`config.mk`:
```
export PLATFORM = sky130hd
export DESIGN_NAME = sprite_blitter_flat
export DESIGN_NICKNAME = d
export VERILOG_FILES = /design/src/rtl/sprite_blitter_if.sv /design/src/rtl/sprite_blitter.sv /design/src/flat_wrapper.sv
export SDC_FILE = /design/constraint.sdc
export NUM_CORES = 1
export LEC_CHECK = 0
export ABC_AREA = 1
export BUFFER_PORTS_ARGS = -buffer_cell sky130_fd_sc_hd__buf_2
export CORE_MARGIN = 8
export CORE_UTILIZATION = 55
export CTS_CLUSTER_SIZE = 24
export DETAILED_ROUTE_END_ITERATION = 6
export PLACE_DENSITY = 0.8
export SKIP_CTS_REPAIR_TIMING = 1
export SYNTH_ARGS = -nofsm -noshare
export SYNTH_HDL_FRONTEND = slang
export SYNTH_SLANG_ARGS = --single-unit
```
`constraint.sdc`:
```
create_clock -name Clk -period 3.82 [get_ports Clk]
set_clock_uncertainty 0.15 [all_clocks]
set_input_delay 0.191 -clock Clk [delete_from_list [all_inputs] [get_ports Clk]]
set_output_delay 0.191 -clock Clk [all_outputs]
set_load 0.005 [all_outputs]
```
`src/rtl/sprite_blitter_if.sv`:
```
// ---------------------------------------------------------------------------
// sprite_blitter_if
// Groups the request, sprite ROM and frame-buffer write signals of the
// sprite blitter into one bundle.
//   master : the surroundings (game logic issuing requests, the sprite ROM
//            returning data, the frame buffer observing writes)
//   slave  : the blitter itself
// Signals:
//   start, dest_x, dest_y, spr_w, spr_h, src_base : blit request
//   rom_addr / rom_data                           : sprite ROM read port
//   fb_data_In, fb_write_address, fb_we           : frame buffer write port
//   busy, done                                    : blit status
// ---------------------------------------------------------------------------
interface sprite_blitter_if;
  logic        start;
  logic [9:0]  dest_x;
  logic [9:0]  dest_y;
  logic [6:0]  spr_w;
  logic [6:0]  spr_h;
  logic [15:0] src_base;
  logic [15:0] rom_addr;
  logic [4:0]  rom_data;
  logic [4:0]  fb_data_In;
  logic [14:0] fb_write_address;
  logic        fb_we;
  logic        busy;
  logic        done;

  modport master (
    output start, dest_x, dest_y, spr_w, spr_h, src_base, rom_data,
    input  rom_addr, fb_data_In, fb_write_address, fb_we, busy, done
  );

  modport slave (
    input  start, dest_x, dest_y, spr_w, spr_h, src_base, rom_data,
    output rom_addr, fb_data_In, fb_write_address, fb_we, busy, done
  );
endinterface

```
`src/rtl/sprite_blitter.sv`:
```
// ---------------------------------------------------------------------------
// sprite_blitter
// Copies a rectangular sprite from a synchronous sprite ROM into a 5-bit
// palette-index frame buffer at a signed destination, one pixel per clock.
// Transparent pixels are skipped and pixels falling off-screen are clipped
// (still read from ROM so the blit length depends only on the sprite size).
// Ports:
//   Clk   : system clock, rising edge
//   Reset : asynchronous, active-high reset (aborts a blit immediately)
//   bus   : request / ROM / frame-buffer bundle (slave view)
// ---------------------------------------------------------------------------
module sprite_blitter #(
  parameter int         FB_WIDTH    = 208,
  parameter int         FB_HEIGHT   = 84,
  parameter logic [4:0] TRANSPARENT = 5'd0
) (
  input  logic            Clk,
  input  logic            Reset,
  sprite_blitter_if.slave bus
);

  localparam logic [14:0] FB_WIDTH_15  = 15'(FB_WIDTH);
  localparam logic [10:0] FB_WIDTH_11  = 11'(FB_WIDTH);
  localparam logic [10:0] FB_HEIGHT_11 = 11'(FB_HEIGHT);

  typedef enum logic [1:0] {
    IDLE  = 2'd0,
    READ  = 2'd1,
    FLUSH = 2'd2,
    DONE  = 2'd3
  } state_t;

  state_t      state_r;
  state_t      next_state_s;

  // Latched request fields still needed after the start cycle
  logic [9:0]  dx_r;
  logic [6:0]  w_r;
  logic [6:0]  h_r;

  // Position of the pixel whose ROM read is being issued this cycle
  logic [6:0]  col_r;
  logic [6:0]  row_r;
  logic [10:0] px_r;
  logic [10:0] py_r;
  logic [14:0] fb_ptr_r;
  logic [15:0] rom_addr_r;

  // Write stage: one cycle behind the read, lined up with rom_data
  logic        wr_valid_r;
  logic [14:0] wr_addr_r;

  logic        busy_r;
  logic        done_r;

  logic        zero_size_s;
  logic        col_last_s;
  logic        row_last_s;
  logic        last_s;
  logic        pix_valid_s;
  logic        fb_we_s;
  logic [14:0] dy_ext_s;
  logic [14:0] dx_ext_s;
  logic [14:0] base_s;
  logic [14:0] row_step_s;

  // True when a signed 11-bit pixel coordinate lies inside the frame buffer
  function automatic logic in_bounds(input logic [10:0] px, input logic [10:0] py);
    return !px[10] && (px < FB_WIDTH_11) && !py[10] && (py < FB_HEIGHT_11);
  endfunction

  assign zero_size_s = (bus.spr_w == 7'd0) || (bus.spr_h == 7'd0);
  assign col_last_s  = (col_r == (w_r - 7'd1));
  assign row_last_s  = (row_r == (h_r - 7'd1));
  assign last_s      = col_last_s && row_last_s;
  assign pix_valid_s = in_bounds(px_r, py_r);

  // Start address is computed modulo 2^15; negative or off-screen bases wrap,
  // but only in-bounds pixels ever reach the port, where the value is exact.
  assign dy_ext_s   = {{5{bus.dest_y[9]}}, bus.dest_y};
  assign dx_ext_s   = {{5{bus.dest_x[9]}}, bus.dest_x};
  assign base_s     = (dy_ext_s * FB_WIDTH_15) + dx_ext_s;
  // Jump from the last column of a row to the first column of the next
  assign row_step_s = FB_WIDTH_15 + 15'd1 - {8'd0, w_r};

  // Next-state logic
  always_comb begin
    next_state_s = state_r;
    case (state_r)
      IDLE: begin
        if (bus.start) begin
          if (zero_size_s) begin
            next_state_s = DONE;
          end else begin
            next_state_s = READ;
          end
        end else begin
          next_state_s = IDLE;
        end
      end
      READ: begin
        if (last_s) begin
          next_state_s = FLUSH;
        end else begin
          next_state_s = READ;
        end
      end
      FLUSH:   next_state_s = DONE;
      DONE:    next_state_s = IDLE;
      default: next_state_s = IDLE;
    endcase
  end

  // State register with status outputs registered from the next state
  always_ff @(posedge Clk or posedge Reset) begin
    if (Reset) begin
      state_r <= IDLE;
      busy_r  <= 1'b0;
      done_r  <= 1'b0;
    end else begin
      state_r <= next_state_s;
      busy_r  <= (next_state_s == READ) || (next_state_s == FLUSH);
      done_r  <= (next_state_s == DONE);
    end
  end

  // Request capture, read-side pointers and the write stage
  always_ff @(posedge Clk or posedge Reset) begin
    if (Reset) begin
      dx_r       <= 10'd0;
      w_r        <= 7'd0;
      h_r        <= 7'd0;
      col_r      <= 7'd0;
      row_r      <= 7'd0;
      px_r       <= 11'd0;
      py_r       <= 11'd0;
      fb_ptr_r   <= 15'd0;
      rom_addr_r <= 16'd0;
      wr_valid_r <= 1'b0;
      wr_addr_r  <= 15'd0;
    end else begin
      wr_valid_r <= (state_r == READ) && pix_valid_s;
      wr_addr_r  <= fb_ptr_r;
      if ((state_r == IDLE) && bus.start) begin
        dx_r <= bus.dest_x;
        w_r  <= bus.spr_w;
        h_r  <= bus.spr_h;
        // A zero-size request leaves the ROM address untouched
        if (!zero_size_s) begin
          col_r      <= 7'd0;
          row_r      <= 7'd0;
          px_r       <= {bus.dest_x[9], bus.dest_x};
          py_r       <= {bus.dest_y[9], bus.dest_y};
          fb_ptr_r   <= base_s;
          rom_addr_r <= bus.src_base;
        end
      end else if ((state_r == READ) && !last_s) begin
        // Sprite rows are packed with stride spr_w, so the source is linear
        rom_addr_r <= rom_addr_r + 16'd1;
        if (col_last_s) begin
          col_r    <= 7'd0;
          row_r    <= row_r + 7'd1;
          px_r     <= {dx_r[9], dx_r};
          py_r     <= py_r + 11'd1;
          fb_ptr_r <= fb_ptr_r + row_step_s;
        end else begin
          col_r    <= col_r + 7'd1;
          px_r     <= px_r + 11'd1;
          fb_ptr_r <= fb_ptr_r + 15'd1;
        end
      end
    end
  end

  // rom_data arrives in the write cycle itself, so the enable has to be
  // formed from it combinationally; wr_valid_r clears asynchronously on Reset.
  assign fb_we_s              = wr_valid_r && (bus.rom_data != TRANSPARENT);
  assign bus.fb_we            = fb_we_s;
  assign bus.fb_data_In       = fb_we_s ? bus.rom_data : 5'd0;
  assign bus.fb_write_address = wr_addr_r;
  assign bus.rom_addr         = rom_addr_r;
  assign bus.busy             = busy_r;
  assign bus.done             = done_r;

endmodule

```
`src/flat_wrapper.sv`:
```
// flat-port wrapper written by rule: the top's interface ports become plain ports
module sprite_blitter_flat 
#(
  parameter int         FB_WIDTH    = 208,
  parameter int         FB_HEIGHT   = 84,
  parameter logic [4:0] TRANSPARENT = 5'd0
)
  (Clk, Reset, bus_start, bus_dest_x, bus_dest_y, bus_spr_w, bus_spr_h, bus_src_base, bus_rom_data, bus_rom_addr, bus_fb_data_In, bus_fb_write_address, bus_fb_we, bus_busy, bus_done);
  sprite_blitter_if bus_i ();
  input  logic Clk;
  input  logic Reset;
  input wire logic [$bits(bus_i.start)-1:0] bus_start;
  input wire logic [$bits(bus_i.dest_x)-1:0] bus_dest_x;
  input wire logic [$bits(bus_i.dest_y)-1:0] bus_dest_y;
  input wire logic [$bits(bus_i.spr_w)-1:0] bus_spr_w;
  input wire logic [$bits(bus_i.spr_h)-1:0] bus_spr_h;
  input wire logic [$bits(bus_i.src_base)-1:0] bus_src_base;
  input wire logic [$bits(bus_i.rom_data)-1:0] bus_rom_data;
  output wire logic [$bits(bus_i.rom_addr)-1:0] bus_rom_addr;
  output wire logic [$bits(bus_i.fb_data_In)-1:0] bus_fb_data_In;
  output wire logic [$bits(bus_i.fb_write_address)-1:0] bus_fb_write_address;
  output wire logic [$bits(bus_i.fb_we)-1:0] bus_fb_we;
  output wire logic [$bits(bus_i.busy)-1:0] bus_busy;
  output wire logic [$bits(bus_i.done)-1:0] bus_done;
  assign bus_i.start = bus_start;
  assign bus_i.dest_x = bus_dest_x;
  assign bus_i.dest_y = bus_dest_y;
  assign bus_i.spr_w = bus_spr_w;
  assign bus_i.spr_h = bus_spr_h;
  assign bus_i.src_base = bus_src_base;
  assign bus_i.rom_data = bus_rom_data;
  assign bus_rom_addr = bus_i.rom_addr;
  assign bus_fb_data_In = bus_i.fb_data_In;
  assign bus_fb_write_address = bus_i.fb_write_address;
  assign bus_fb_we = bus_i.fb_we;
  assign bus_busy = bus_i.busy;
  assign bus_done = bus_i.done;
  sprite_blitter #(.FB_WIDTH(FB_WIDTH), .FB_HEIGHT(FB_HEIGHT), .TRANSPARENT(TRANSPARENT)) u_core (.Clk(Clk), .Reset(Reset), .bus(bus_i));
endmodule
```
Word level (Yosys, flattened, before mapping)
Index checks and enable logic that the tools add are counted.

operators by class
  magnitude comparators = 2
  multipliers = 1
  add/sub/neg operators = 11
  equality and inequality tests = 9
  muxes and demuxes = 27
  reductions and logical operators = 21

operator list
  kind                   count
  $mux 11                8
  $mux 15                4
  $mux 7                 7
  $mux 16                3
  $add 15x15->15         2
  $add 11x1->11 const B  2
  $add 16x1->16 const B  1
  $add 15x1->15 const B  1
  $mul 15x4->11 const B  1
  $add 7x1->7 const B    2
  $eq 7x7->1             2
  $logic_not 7->1        2
  $sub 7x1->7 const B    2
  $lt 11x7->1 const B    1
  $lt 11x8->1 const B    1
  $sub 8x7->9 const A    1
  $eq 2x2->1 const B     4
  $logic_and 1x1->1      8
  $pmux 2 s4             1
  $mux 2                 3
  $mux 5                 1
  $reduce_bool 5->1      1
  $eq 2x1->1 const B     2
  $reduce_bool 2->1      2
  other kinds (6)        9

word-level totals
  input bits = 58
  register bits = 111

Depth between registers and ports, before layout
  word-level depth = 7
  depth in mapped cells = 27
  depth with buffers taken out = 27

Least setup slack after synthesis
No wires, ideal clock.

  path kind = in2reg
  from = input port bus_dest_y[1]
  to = register u_core.fb_ptr_r[14]
  library setup time = 0.117 ns
  cell stages on the path = 19
  path slack = 0.453 ns
  arrival = 3.100 ns
  cell sequence = ha_1 -> fa_1 -> inv_1 -> fa_1 -> o21ai_0 -> nand2_1 -> nand2_1 -> a21oi_1 -> xnor2_1 -> ha_1 -> a21o_1 -> a21oi_1 -> nand2_1 -> nor2_1 -> nand3_1 -> nand3_1 -> nand2_1 -> nand2_1 -> nand2_1

between the ends
  cells in the longest elaborated chain, start to end = 4

ends and longest elaborated chain
  what                  line                   text
  from (decl)           flat_wrapper.sv:14     input wire logic [$bits(bus_i.dest_y)-1:0] bus_dest_y;
  $mul 15x4->11         sprite_blitter.sv:82   assign base_s = (dy_ext_s * FB_WIDTH_15) + dx_ext_s;
  $add 15x15->15        sprite_blitter.sv:82
  $mux 15               sprite_blitter.sv:149  if (!zero_size_s) begin
  $mux 15               sprite_blitter.sv:144  if ((state_r == IDLE) && bus.start) begin
  to (signal assigned)  sprite_blitter.sv:154  fb_ptr_r <= base_s;
  to (signal assigned)  sprite_blitter.sv:165  fb_ptr_r <= fb_ptr_r + row_step_s;
  to (signal assigned)  sprite_blitter.sv:169  fb_ptr_r <= fb_ptr_r + 15'd1;
  to (decl)             sprite_blitter.sv:46   logic [14:0] fb_ptr_r;

Every way passes these cells. The select of a mux whose other input is x is not followed.
A chain may end at the register's enable or synchronous reset.

Worst setup path in the final report
  from = register u_core.w_r[0]
  to = register u_core.fb_ptr_r[9]

between the ends
  cells in the longest elaborated chain, start to end = 7
  elaborated cells between the ends (all ways) = 12

ends and longest elaborated chain
  what                                                    line                   text
  from (decl)                                             sprite_blitter.sv:38   logic [6:0] w_r;
  from (signal assigned)                                  sprite_blitter.sv:146  w_r <= bus.spr_w;
  branches (longest 7 deep; another with $add 15x15->15)  n/a

Several ways; the timed one is not identified. The select of a mux whose other input is x is not followed.

==> impl_summary.txt <==
----------------------------------------------------
[Cells and area]
  Area added between synthesis and finish ... 13.7%
  Fraction of final layout cells sized beyond drive strength 1 ... 0.114
  Antenna Diode Count ... 0
  Total Nets Final ... 1386

[Synth]
  Syn Std Cell Area ... 8110 um2
  Predominant post-synthesis flop cell ... sky130_fd_sc_hd__dfrtp_1
  Number of standard cells after synthesis ... 1179
  Synthesized netlist net count ... 1290
  Top cells by count, synth ... 404 x sky130_fd_sc_hd__nand2_1, 153 x sky130_fd_sc_hd__nand3_1, 130 x sky130_fd_sc_hd__inv_1
  EDFF count, synth ... 0
  Main area contributors after synthesis ... sky130_fd_sc_hd__dfrtp_1 34%, sky130_fd_sc_hd__nand2_1 19%, sky130_fd_sc_hd__nand3_1 9.4%
  Sequential-to-total area share from yosys stat ... 0.342
  Number of library cell types mapped by synthesis ... 37
  Share of synthesized flip-flops with an asynchronous set or reset ... 1.00
  Synth warn ... 0
  Synth Area per Inst ... 6.88 um2
  Flip-flop and latch count after synthesis ... 111
  Largest area contributor in the netlist ... sky130_fd_sc_hd__dfrtp_1
  Yosys top cell area share ... 0.342
  Cell with the most instances after synthesis ... sky130_fd_sc_hd__nand2_1

[Drt]
  Count of antenna-violating nets left after detailed routing ... 0
  Sum of routed wire length over all layers ... between 20000 and 25000 um
  DRC violation count after routing ... 0
  Vias post-DR ... a little under 8k
  Vias per inst ... 5.35
  Starting DRT DRC Count ... 533
  Mean routed wirelength per cell ... roughly 14 um
  Pre-antenna DRT Iters ... 5

[STA]
  Hold Fails Final Rpt ... 10
  Measured slew at the worst slew-check pin ... 1.01 ns
  Normalized max-slew margin ... 0.321
  Total Negative Setup Slacks ... 0 ns
  Crit share post-route ... 0.916
  Hold WS ... -0.0278 ns
  Highest achievable clock rate ... 0.286 GHz
  Clock period minus worst slack ... 3.50 ns
  Final setup fails ... 0
  Final number of max-transition violations ... 0
  Unrepaired setup endpoints after global routing ... false

[Power and ir drop]
  P per Cell Area ... ~680 nW/um2
  Internal power summed over all cells ... about 3.4 mW
  Clock share of power ... 0.143
  Leakage dissipation ... 5.01 nW
  Worst IR Drop VDD ... around 320 uV
  Combinational group share of total power ... 0.500
  Reg power frac ... 0.358
  Design Power ... 6.27 mW
  Switching Share ... 0.462
  Sw Pwr ... 2.90 mW

[Clocking]
  Maximum number of buffers from clock root to sink ... 2
  Clock tree root buffer cell ... sky130_fd_sc_hd__clkbuf_16
  Number of buffers added by the clock tree synthesis step ... 9
  Clock tree from TritonCTS ... done
  H-Tree Depth ... 3
  Clock-pin slew of the registers on the worst-case setup and hold paths ... approximately 0.08 ns
  Clk sink count ... 111
  Later-pin clock latency in the skew report ... 0.36 ns

[Worst setup path]
  CP required ... a little under 4 ns
  Data arrival time at the worst-slack endpoint ... 3.65 ns
  Worst-path maximum fanout ... 7
  Setup crit end ... u_core.fb_ptr_r[9]
  Flop2flop setup slack ... ~0.32 ns
  Startpoint-to-endpoint class of the critical path ... reg2reg
  Setup crit end kind ... register
  Crit path launch type ... register
  Reg2Reg Depth ... 21
  Critical R2R Launch ... u_core.w_r[0]
  Launching instance or port of the critical path ... u_core.w_r[0]
  RR Endpoint ... u_core.fb_ptr_r[9]

[Floorplan]
  Horiz. Die Dim ... 137 um
  Site row count ... 44
  Core area ... about 14000 um2
  Count of boundary I/O pins ... 97
  Full die area ... 18900 um2
  Overall die height ... 137 um
  Initial standard-cell utilization of the core ... 0.560

[Global route]
  First-pass GRT wire length ... 33900 um
  Overall fraction of global-route tracks in use ... 0.222
  Overflow left after global routing ... 0
  Antenna violations before repair ... 0
  Vias in the first global route ... 7108
  Maximum number of pins on one net before global-route repair ... 87

[Placement]
  Placed wire-length estimate ... ~15000 um
  Placer Congestion ... 0.920
  Number of buffers added on ports ... between 90 and 100

[Status]
  Result of the run ... finished, violations left
  Failing checks ... negative hold slack

[Min path]
  Hold path startpoint ... bus_src_base[1]
  Class of the tightest hold or removal check ... in2reg

[Flow run]
  Total of max-cap violations ... 0

----------------------------------------------------
## kinds of logic after synthesis
group | count (synthesis) | synth area share
AO/OA/AOI/OAI | 110 | 0.0746
XOR/XNOR | 46 | 0.0497
adder cells (fa/ha/maj) | 53 | 0.0901
flip-flops | 111 | 0.342
AND/OR/NAND/NOR | 686 | 0.357
buffers and inverters | 173 | 0.0862
## placed cells by master, fill, tap and decap left out, types with 5 or more instances in the layout
master and count:
sky130_fd_sc_hd__nor4_1 6, sky130_fd_sc_hd__inv_1 127, sky130_fd_sc_hd__o31ai_1 5, sky130_fd_sc_hd__nor3_1 16, sky130_fd_sc_hd__nand2_2 8, sky130_fd_sc_hd__ha_1 43
sky130_fd_sc_hd__buf_2 96, sky130_fd_sc_hd__xor2_1 29, sky130_fd_sc_hd__buf_4 8, sky130_fd_sc_hd__fa_1 9, sky130_fd_sc_hd__nand3_1 152, sky130_fd_sc_hd__nand2_1 401
sky130_fd_sc_hd__dlygate4sd3_1 21, sky130_fd_sc_hd__o21bai_1 5, sky130_fd_sc_hd__dfrtp_1 109, sky130_fd_sc_hd__clkbuf_16 9, sky130_fd_sc_hd__xnor2_1 17, sky130_fd_sc_hd__nor2_1 73
sky130_fd_sc_hd__nand4_1 14, sky130_fd_sc_hd__a21oi_1 33, sky130_fd_sc_hd__o21ai_0 53
## sequential cells by signal (all words and copies together) (netlist names)
signal / count
u_core.bus.busy: 1
u_core.bus.done: 1
u_core.bus.fb_write_address: 15
u_core.bus.rom_addr: 16
u_core.col_r: 7
u_core.dx_r: 10
u_core.fb_ptr_r: 15
u_core.h_r: 7
u_core.px_r: 11
u_core.py_r: 11
u_core.row_r: 7
u_core.state_r: 2
u_core.w_r: 7
u_core.wr_valid_r: 1
## power by group through the flow
stage,Combinational [mW],Clock (mW),Sequential (mW)
global route,3.61,0.958,2.32
finish,3.14,0.895,2.24
detailed placement,3.07,0,2.24
CTS,3.09,0.913,2.23
floorplan,2.38,0,2.09
global placement,2.96,0,2.23
## metal layers
| metal | vias up | part of all wire | global-route usage | routed length [um] |
|---|---|---|---|---|
| li1 | 3978 | - | - | - |
| met1 | 3624 | 0.45 | 0.295 | 9390 |
| met2 | 208 | 0.48 | 0.361 | 9960 |
| met3 | 23 | 0.055 | 0.0430 | 1150 |
| met4 | 0 | 0.019 | 0.0610 | 397 |
| met5 | - | 0 | 0 | 0 |
## layout make-up
type | instances | area, um2
clock buffers | 9 | 225
clock inverters | 7 | 47.5
fillers | 1310 | 5260
inverters | 132 | 498
multi-input cells | 895 | 4670
flip-flops and latches | 111 | 2780
well taps | 184 | 230
repair buffers | 126 | 771
## stage by stage
step / utilization / setup slack [ns] / cells / cell area (um2) / hold WS [ns]
after floorplan: - / 0.453 / 1179 / 8110 / 0.151
after global placement: 0.601 / 0.127 / 1427 / 8710 / 0.229
after detailed placement: 0.601 / 0.0824 / 1427 / 8710 / 0.235
after CTS: 0.620 / 0.218 / 1443 / 8980 / -0.153
after global routing: 0.637 / 0.0139 / 1464 / 9220 / 0.000954
final: 0.637 / 0.323 / 1464 / 9220 / -0.0278
## how the worst min path moves through the flow
stage                                           endpoint  slack [ns]  cells past startpoint
after floorplan                            u_core.h_r[6]        0.15                      2
final                             u_core.bus.rom_addr[1]       -0.03                      5
after detailed placement  u_core.bus.fb_write_address[4]        0.23                      2
after CTS                 u_core.bus.fb_write_address[4]       -0.15                      2
after global routing              u_core.bus.rom_addr[1]       0.001                      5
after global placement                    u_core.py_r[5]        0.23                      2
## worst max-delay path, stage by stage, from the launching register on
cell	delay (ns)
sky130_fd_sc_hd__dfrtp_2	0.43
sky130_fd_sc_hd__inv_1	0.11
sky130_fd_sc_hd__ha_4	0.28
sky130_fd_sc_hd__xor2_1	0.13
sky130_fd_sc_hd__nand2_1	0.09
sky130_fd_sc_hd__nor2_2	0.16
sky130_fd_sc_hd__nand3_1	0.10
sky130_fd_sc_hd__nor2_2	0.13
sky130_fd_sc_hd__nand2_1	0.11
sky130_fd_sc_hd__buf_4	0.17
sky130_fd_sc_hd__nor2_1	0.17
sky130_fd_sc_hd__ha_1	0.30
sky130_fd_sc_hd__a21oi_1	0.23
sky130_fd_sc_hd__o21a_1	0.15
sky130_fd_sc_hd__nand2_1	0.07
sky130_fd_sc_hd__nand2_1	0.06
sky130_fd_sc_hd__nand2_1	0.09
sky130_fd_sc_hd__nand2_1	0.07
sky130_fd_sc_hd__nand2_1	0.04
sky130_fd_sc_hd__o21ai_0	0.19
sky130_fd_sc_hd__nand2_1	0.07
sky130_fd_sc_hd__nand2_1	0.09
Note: power is estimated with default switching activity, not from simulation.
